## src/rtl/ula_pixel_fetch_pkg.sv

```systemverilog
`default_nettype none
// ============================================================================
// ula_pixel_fetch_pkg : FSM encoding, screen geometry and colour helpers
// Revision: 1.0
// ============================================================================
package ula_pixel_fetch_pkg;

  localparam int          SCREEN_ROWS       = 192;
  localparam int          SCREEN_COLS       = 32;
  localparam int          PIX_PER_COL       = 8;
  localparam logic [12:0] ATTR_BASE_DEFAULT = 13'h1800;

  localparam logic [3:0]  LVL_OFF    = 4'h0;
  localparam logic [3:0]  LVL_NORMAL = 4'hC;
  localparam logic [3:0]  LVL_BRIGHT = 4'hF;

  typedef enum logic [2:0] {
    ST_IDLE     = 3'd0,
    ST_PRE_BMP  = 3'd1,
    ST_PRE_ATTR = 3'd2,
    ST_PRE_LAT  = 3'd3,
    ST_ACTIVE   = 3'd4
  } state_e;

  // Bitmap rows are interleaved in thirds: y[7:6] third, y[2:0] pixel row, y[5:3] char row.
  function automatic logic [12:0] bmp_addr(input logic [7:0] y, input logic [4:0] col);
    return {y[7:6], y[2:0], y[5:3], col};
  endfunction

  function automatic logic [12:0] attr_addr(input logic [12:0] base, input logic [7:0] y,
                                            input logic [4:0] col);
    return base + {3'b000, y[7:3], col};
  endfunction

  // GRB border colour at normal intensity, returned as {r, g, b}.
  function automatic logic [11:0] border_rgb(input logic [2:0] grb);
    return {grb[1] ? LVL_NORMAL : LVL_OFF,
            grb[2] ? LVL_NORMAL : LVL_OFF,
            grb[0] ? LVL_NORMAL : LVL_OFF};
  endfunction

endpackage
`default_nettype wire

```

## src/rtl/zx_attr_color.sv

```systemverilog
`default_nettype none
// ============================================================================
// zx_attr_color : maps (attribute byte, pixel bit, flash phase) to 12-bit RGB
// Revision: 1.0
// ============================================================================
module zx_attr_color
  import ula_pixel_fetch_pkg::*;
(
  input  logic [7:0]  attr_i,
  input  logic        pix_bit_i,
  input  logic        flash_phase_i,
  output logic [11:0] rgb_o
);

  logic       w_swap;
  logic [2:0] w_grb;
  logic [3:0] w_on_lvl;

  // Flashing cells swap ink and paper while the frame counter's top bit is set.
  assign w_swap   = attr_i[7] & flash_phase_i;
  assign w_grb    = (pix_bit_i ^ w_swap) ? attr_i[2:0] : attr_i[5:3];
  assign w_on_lvl = attr_i[6] ? LVL_BRIGHT : LVL_NORMAL;

  assign rgb_o = {w_grb[1] ? w_on_lvl : LVL_OFF,
                  w_grb[2] ? w_on_lvl : LVL_OFF,
                  w_grb[0] ? w_on_lvl : LVL_OFF};

endmodule
`default_nettype wire

```

## src/rtl/ula_pixel_fetch.sv

```systemverilog
`default_nettype none
// ============================================================================
// ula_pixel_fetch : per-line bitmap/attribute fetch and pixel serialiser
// Revision: 1.0
// ============================================================================
module ula_pixel_fetch
  import ula_pixel_fetch_pkg::*;
#(
  parameter int          PIX_DIV   = 2,
  parameter logic [12:0] ATTR_BASE = ATTR_BASE_DEFAULT
) (
  input  logic        clk,
  input  logic        reset,
  input  logic        line_start,
  input  logic [7:0]  line_num,
  input  logic        frame_start,
  input  logic [2:0]  border_color,
  output logic [12:0] vram_addr,
  input  logic [7:0]  vram_data,
  output logic [3:0]  pix_r,
  output logic [3:0]  pix_g,
  output logic [3:0]  pix_b,
  output logic        pixel_valid,
  output logic        busy
);

  localparam int         DIV_SH    = (PIX_DIV == 2) ? 1 : 0;
  localparam logic [9:0] TOTAL_CYC = 10'(SCREEN_COLS * PIX_PER_COL * PIX_DIV);
  localparam logic [9:0] COL_MASK  = 10'(PIX_PER_COL * PIX_DIV - 1);
  localparam logic [9:0] SUB_MASK  = 10'(PIX_DIV - 1);
  localparam logic [4:0] LAST_COL  = 5'(SCREEN_COLS - 1);

  state_e      state_q;
  logic [7:0]  y_q;
  logic [4:0]  flash_q;
  logic [9:0]  cnt_q;
  logic [7:0]  shift_q;
  logic [7:0]  attr_q;
  logic [7:0]  hold_bmp_q;
  logic [7:0]  hold_attr_q;
  logic [12:0] vram_addr_q;
  logic [11:0] pix_q;
  logic        valid_q;
  logic        busy_q;

  logic        w_row_ok;
  logic [9:0]  w_n;
  logic [9:0]  w_n_ccl;
  logic [9:0]  w_c_ccl;
  logic [4:0]  w_n_col;
  logic        w_col_edge;
  logic        w_pix_adv;
  logic        w_last;
  logic [7:0]  w_src_attr;
  logic        w_src_bit;
  logic [11:0] w_rgb;
  logic [11:0] w_border;

  // w_n is the active-cycle index that the registered outputs will show next.
  assign w_row_ok   = (line_num < 8'(SCREEN_ROWS));
  assign w_n        = cnt_q + 10'd1;
  assign w_n_ccl    = w_n & COL_MASK;
  assign w_c_ccl    = cnt_q & COL_MASK;
  assign w_n_col    = w_n[DIV_SH+7:DIV_SH+3];
  assign w_col_edge = (w_n_ccl == 10'd0);
  assign w_pix_adv  = ((w_n & SUB_MASK) == 10'd0);
  assign w_last     = (w_n == TOTAL_CYC);
  assign w_border   = border_rgb(border_color);

  always_comb begin
    w_src_attr = attr_q;
    w_src_bit  = shift_q[7];
    if (state_q == ST_PRE_LAT) begin
      w_src_attr = vram_data;
      w_src_bit  = hold_bmp_q[7];
    end else if (w_col_edge) begin
      w_src_attr = hold_attr_q;
      w_src_bit  = hold_bmp_q[7];
    end else if (w_pix_adv) begin
      w_src_bit  = shift_q[6];
    end
  end

  zx_attr_color u_color (
    .attr_i        (w_src_attr),
    .pix_bit_i     (w_src_bit),
    .flash_phase_i (flash_q[4]),
    .rgb_o         (w_rgb)
  );

  always_ff @(posedge clk) begin
    if (reset) begin
      state_q     <= ST_IDLE;
      y_q         <= '0;
      flash_q     <= '0;
      cnt_q       <= '0;
      shift_q     <= '0;
      attr_q      <= '0;
      hold_bmp_q  <= '0;
      hold_attr_q <= '0;
      vram_addr_q <= '0;
      pix_q       <= '0;
      valid_q     <= 1'b0;
      busy_q      <= 1'b0;
    end else begin
      if (frame_start) begin
        flash_q <= flash_q + 5'd1;
      end
      if (line_start) begin
        // A new line always discards whatever was in flight.
        pix_q   <= w_border;
        valid_q <= 1'b0;
        cnt_q   <= '0;
        if (w_row_ok) begin
          state_q     <= ST_PRE_BMP;
          busy_q      <= 1'b1;
          y_q         <= line_num;
          vram_addr_q <= bmp_addr(line_num, 5'd0);
        end else begin
          state_q <= ST_IDLE;
          busy_q  <= 1'b0;
        end
      end else begin
        case (state_q)
          ST_IDLE: begin
            pix_q <= w_border;
          end
          ST_PRE_BMP: begin
            pix_q       <= w_border;
            vram_addr_q <= attr_addr(ATTR_BASE, y_q, 5'd0);
            state_q     <= ST_PRE_ATTR;
          end
          ST_PRE_ATTR: begin
            pix_q      <= w_border;
            hold_bmp_q <= vram_data;
            state_q    <= ST_PRE_LAT;
          end
          ST_PRE_LAT: begin
            shift_q     <= hold_bmp_q;
            attr_q      <= vram_data;
            pix_q       <= w_rgb;
            valid_q     <= 1'b1;
            cnt_q       <= '0;
            vram_addr_q <= bmp_addr(y_q, 5'd1);
            state_q     <= ST_ACTIVE;
          end
          ST_ACTIVE: begin
            if (w_last) begin
              state_q <= ST_IDLE;
              valid_q <= 1'b0;
              busy_q  <= 1'b0;
              pix_q   <= w_border;
            end else begin
              cnt_q <= w_n;
              pix_q <= w_rgb;
              if (w_col_edge) begin
                shift_q <= hold_bmp_q;
                attr_q  <= hold_attr_q;
              end else if (w_pix_adv) begin
                shift_q <= {shift_q[6:0], 1'b0};
              end
              // Prefetch the following column; nothing to fetch past the last one.
              if (w_n_col != LAST_COL) begin
                if (w_n_ccl == 10'd0) begin
                  vram_addr_q <= bmp_addr(y_q, w_n_col + 5'd1);
                end else if (w_n_ccl == 10'd1) begin
                  vram_addr_q <= attr_addr(ATTR_BASE, y_q, w_n_col + 5'd1);
                end
                if (w_c_ccl == 10'd1) begin
                  hold_bmp_q <= vram_data;
                end else if (w_c_ccl == 10'd2) begin
                  hold_attr_q <= vram_data;
                end
              end
            end
          end
          default: begin
            state_q <= ST_IDLE;
            valid_q <= 1'b0;
            busy_q  <= 1'b0;
          end
        endcase
      end
    end
  end

  assign vram_addr   = vram_addr_q;
  assign pix_r       = pix_q[11:8];
  assign pix_g       = pix_q[7:4];
  assign pix_b       = pix_q[3:0];
  assign pixel_valid = valid_q;
  assign busy        = busy_q;

endmodule
`default_nettype wire

```

## config.mk

```make
export PLATFORM = sky130hd
export DESIGN_NAME = ula_pixel_fetch
export DESIGN_NICKNAME = d
export VERILOG_FILES = /design/src/rtl/ula_pixel_fetch_pkg.sv /design/src/rtl/zx_attr_color.sv /design/src/rtl/ula_pixel_fetch.sv
export SDC_FILE = /design/constraint.sdc
export NUM_CORES = 1
export LEC_CHECK = 0
export BUFFER_PORTS_ARGS = -buffer_cell sky130_fd_sc_hd__buf_4
export CORE_MARGIN = 5
export CORE_UTILIZATION = 30
export DETAILED_ROUTE_END_ITERATION = 7
export PLACE_DENSITY = 0.56
export SYNTH_ARGS = -nofsm -noshare
export SYNTH_HDL_FRONTEND = slang
export SYNTH_SLANG_ARGS = --single-unit
```

## constraint.sdc

```tcl
create_clock -name clk -period 3.3 [get_ports clk]
set_clock_uncertainty 0.2 [all_clocks]
set_input_delay 0.495 -clock clk [delete_from_list [all_inputs] [get_ports clk]]
set_output_delay 0.495 -clock clk [all_outputs]
set_load 0.02 [all_outputs]
```

==> results.sh <==
export IMPL_run_status="finished clean"
export IMPL_cts_hold_buffers=0
export IMPL_globalplace_congestion=0.836
export IMPL_postLayoutCellArea_um2=4890
export IMPL_fin_crit_sh=0.921
export IMPL_crit_path_end_kind="flip-flop"
export IMPL_p_leak_nw=1.90
export IMPL_fmax_mhz=329
export IMPL_final_core_utilization=0.369
export IMPL_number_of_enable_type_register_cells_in_the_synthesized_netlist=0
export IMPL_post_layout_nonfiller_instances=687
export IMPL_crit_path_max_incr_delay_ns=0.40
export IMPL_route_detailed_wl_per_inst_um=14.7
export IMPL_diode_count=0
export IMPL_logic_pwr_share=0.076
export IMPL_netlist_top_cells_area="sky130_fd_sc_hd__dfxtp_1 (39%), sky130_fd_sc_hd__mux2i_1 (12%), sky130_fd_sc_hd__nor2_1 (6.2%), sky130_fd_sc_hd__nand2_1 (5.3%), sky130_fd_sc_hd__a21oi_1 (4.2%)"
export IMPL_tritoncts_clock_tree="yes"
export IMPL_routed_via_density=4.94
export IMPL_grt_max_degree=67
export IMPL_worst_slew_margin_rel=0.543
export IMPL_die_width_um=126
export IMPL_async_reset_ff_frac=0
export IMPL_met3WireLength_um=494
export IMPL_p_clk_frac=0.470
export IMPL_drive_above_1_share=0.204
export IMPL_grt_antenna_before_repair=0
export IMPL_finalNetCount=537
export IMPL_synthesis_area_um2=4050
export IMPL_ys_seq_area_frac=0.390
export IMPL_max_fo_critical_path=12
export IMPL_rrSetupSlack_ns=0.26
export IMPL_dominantRegCellSynth="sky130_fd_sc_hd__dfxtp_1"
export IMPL_path_clk_slew_ns=0.06
export IMPL_drt_wl_total_um=10100
export IMPL_swShare=0.225
export IMPL_tritoncts_num_buffers=9
export IMPL_synth_seq_cells=79
export IMPL_yosys_area_top_type_share=0.390
export IMPL_start_util=0.306
export IMPL_netlist_top_cell_by_area="sky130_fd_sc_hd__dfxtp_1"
export IMPL_synth_cell_types=59
export IMPL_drcViolationCount=0
export IMPL_final_seq_area_um2=1580
export IMPL_critPathSlowestCell="sky130_fd_sc_hd__dfxtp_2"
export IMPL_rows=42
export IMPL_yosysWarnings=0
export IMPL_clock_tree_root_cell="sky130_fd_sc_hd__clkbuf_16"
export IMPL_highest_routing_layer_actually_used="met4"
export IMPL_seq_power_share=0.454
export IMPL_place_detailed_hpwl_um=7280
export IMPL_ctsHtreeMaxLevel=3
export IMPL_height_of_the_die_um=126
export IMPL_drv_max_cap_violation_count=0
export IMPL_count_of_final_hold_check_violations=0
export IMPL_p_per_area_nw_per_um2=447
export IMPL_fin_worst_hold_slack_ns=0.215
export IMPL_synth_cells_most_frequent="sky130_fd_sc_hd__dfxtp_1 (79), sky130_fd_sc_hd__nor2_1 (67), sky130_fd_sc_hd__nand2_1 (57)"
export IMPL_multi_input_area_um2=2280
export IMPL_tightestPinTransition_ns=0.686
export IMPL_post_synthesis_area_per_instance_um2=8.69
export IMPL_clk_path_buf_depth=2
export IMPL_vias=3396
export IMPL_ios=50
export IMPL_via_count_of_the_first_global_routing_pass=3315
export IMPL_synthToLayoutAreaGrowth_pct=20.6
export IMPL_totalNegativeSetupSlack_ns=0
export IMPL_vdd_ir_drop_max_v=0.000256
export IMPL_number_of_port_buffers=49
export IMPL_syn_num_nets=497
export IMPL_critical_path_startpoint_type="flip-flop"
export IMPL_groute_usage_overall=0.130
export IMPL_worstHoldPathType="in -> reg"
export IMPL_route_layer_met1_wl_um=4900
export IMPL_dieArea_um2=15900
export IMPL_finalSetupViolCount=0
export IMPL_antenna_violation_net_count_after_detailed_routing=0
export IMPL_global_route_overflow_total=0
export IMPL_cts_num_sinks=79
export IMPL_core_area_um2=13200
export IMPL_drt_pass1_iterations=5
export IMPL_timing_worst_setup_path_type="reg -> reg"
export IMPL_cts_resized_gates=0
export IMPL_postCtsSetupRepairBufs=0
export IMPL_power_report_internal_total_mw=1.69
export IMPL_arrival_ns=3.03
export IMPL_drtIter0Drc=196
export IMPL_clk_latency_ns=0.34
export IMPL_worst_path_most_repeated_cell="sky130_fd_sc_hd__ha_2"
export IMPL_post_synth_top_count_cell="sky130_fd_sc_hd__dfxtp_1"
export IMPL_post_dp_cell_area_um2=4560
export IMPL_met2_length_um=4560
export IMPL_p_switching_mw=0.492
export IMPL_first_pass_grt_wire_length_um=16900
export IMPL_post_place_cells=671
export IMPL_timing_critical_path_cells="ha_2 -> nand2_1 -> or3_1 -> and2_1 -> nor3b_1 -> ha_2 -> o22ai_1 -> a21oi_1 -> a21oi_2 -> buf_4 -> mux2i_1 -> nor2_1"
export IMPL_final_min_clock_period_ns=3.04
export IMPL_filler_instances=1373
export IMPL_maxSlewViolCount=0
export IMPL_post_synth_inst_count=466
export IMPL_worst_endpoint_required_ns=3.30
## registers in the layout (all words and copies together) (netlist names), 5 cells and up
signal,flops
shift_q,8
y_q,8
cnt_q,10
attr_q,8
hold_bmp_q,8
hold_attr_q,8
pix_q,6
vram_addr,13
flash_q,5
## power by group through the flow
stage	registers (mW)	clock network, mW	logic, mW
floorplan	1.02	0	0.0873
global placement	1.01	0	0.165
detailed placement	1.01	0	0.168
CTS	0.991	1.05	0.168
global route	0.994	1.10	0.183
finish	0.991	1.03	0.167
## layout by cell type, fill, tap and decap left out, types with 3 or more instances in the layout
cell type	netlist	final
sky130_fd_sc_hd__nor2b_1	3	3
sky130_fd_sc_hd__a211oi_1	3	3
sky130_fd_sc_hd__inv_1	8	8
sky130_fd_sc_hd__o21ai_0	12	12
sky130_fd_sc_hd__a21oi_1	34	33
sky130_fd_sc_hd__buf_4	8	62
sky130_fd_sc_hd__and2_1	3	3
sky130_fd_sc_hd__a221oi_1	4	4
sky130_fd_sc_hd__o211ai_1	7	7
sky130_fd_sc_hd__clkbuf_8	0	3
sky130_fd_sc_hd__mux2i_1	49	49
sky130_fd_sc_hd__or3_1	3	3
sky130_fd_sc_hd__dfxtp_1	79	78
sky130_fd_sc_hd__a311oi_1	5	5
sky130_fd_sc_hd__nand2_1	57	57
sky130_fd_sc_hd__ha_1	8	6
sky130_fd_sc_hd__xor2_1	7	6
sky130_fd_sc_hd__nor2_1	67	67
sky130_fd_sc_hd__clkbuf_16	0	9
sky130_fd_sc_hd__xnor2_1	6	6
sky130_fd_sc_hd__nand2b_1	7	7
sky130_fd_sc_hd__a31oi_1	3	3
sky130_fd_sc_hd__nand4_1	3	3
sky130_fd_sc_hd__nand3_1	12	12
sky130_fd_sc_hd__mux2_2	9	9
sky130_fd_sc_hd__nor3_1	9	9
## cell type report
class                      count  share of cell area
multi-input combinational    346               0.466
sequential                    79               0.324
timing repair buffer          62              0.0952
clock buffer                  13              0.0553
tap                          176              0.0451
clock inverter                 3             0.00819
inverter                       8             0.00614
## cell families after synthesis
logic type / count (synthesis) / share of synthesized area
and+or+nand+nor: 179 / 0.202
AOI/OAI and AO/OA: 87 / 0.152
xor gates and xnor gates: 13 / 0.0281
adders and majority gates: 8 / 0.0247
buffers and inverters: 41 / 0.0513
DFF: 79 / 0.390
muxes: 59 / 0.152
## metal layers
layer	global-route usage	vias to the layer above
met1	0.181	1600
met4	0.0524	0
li1	-	1702
met5	0	-
met2	0.195	83
met3	0.0305	11
## worst max-delay path: cells and delay by family (launching register included)
family | cells | cell delay, ns
AND/OR/NAND/NOR | 5 | 1.01
buffers and inverters | 1 | 0.22
flip-flops | 1 | 0.40
AO/OA/AOI/OAI | 3 | 0.36
adder cells (fa/ha/maj) | 2 | 0.54
multiplexers | 1 | 0.16
## final timing paths
check,endpoint,from,cells after the start
max,vram_addr[8],cnt_q[1],12
min,y_q[1],line_num[1],3
max reg2reg,vram_addr[8],cnt_q[1],12
min reg2reg,attr_q[5],attr_q[5],2
## through the flow
stage / setup slack [ns] / power (mW)
after global routing: -0.0155 / 2.27
after global placement: 0.239 / 1.18
after CTS: 0.0871 / 2.21
after detailed placement: 0.112 / 1.18
after floorplan: 0.369 / 1.11
final: 0.262 / 2.18
Note: power is estimated with default switching activity, not from simulation.
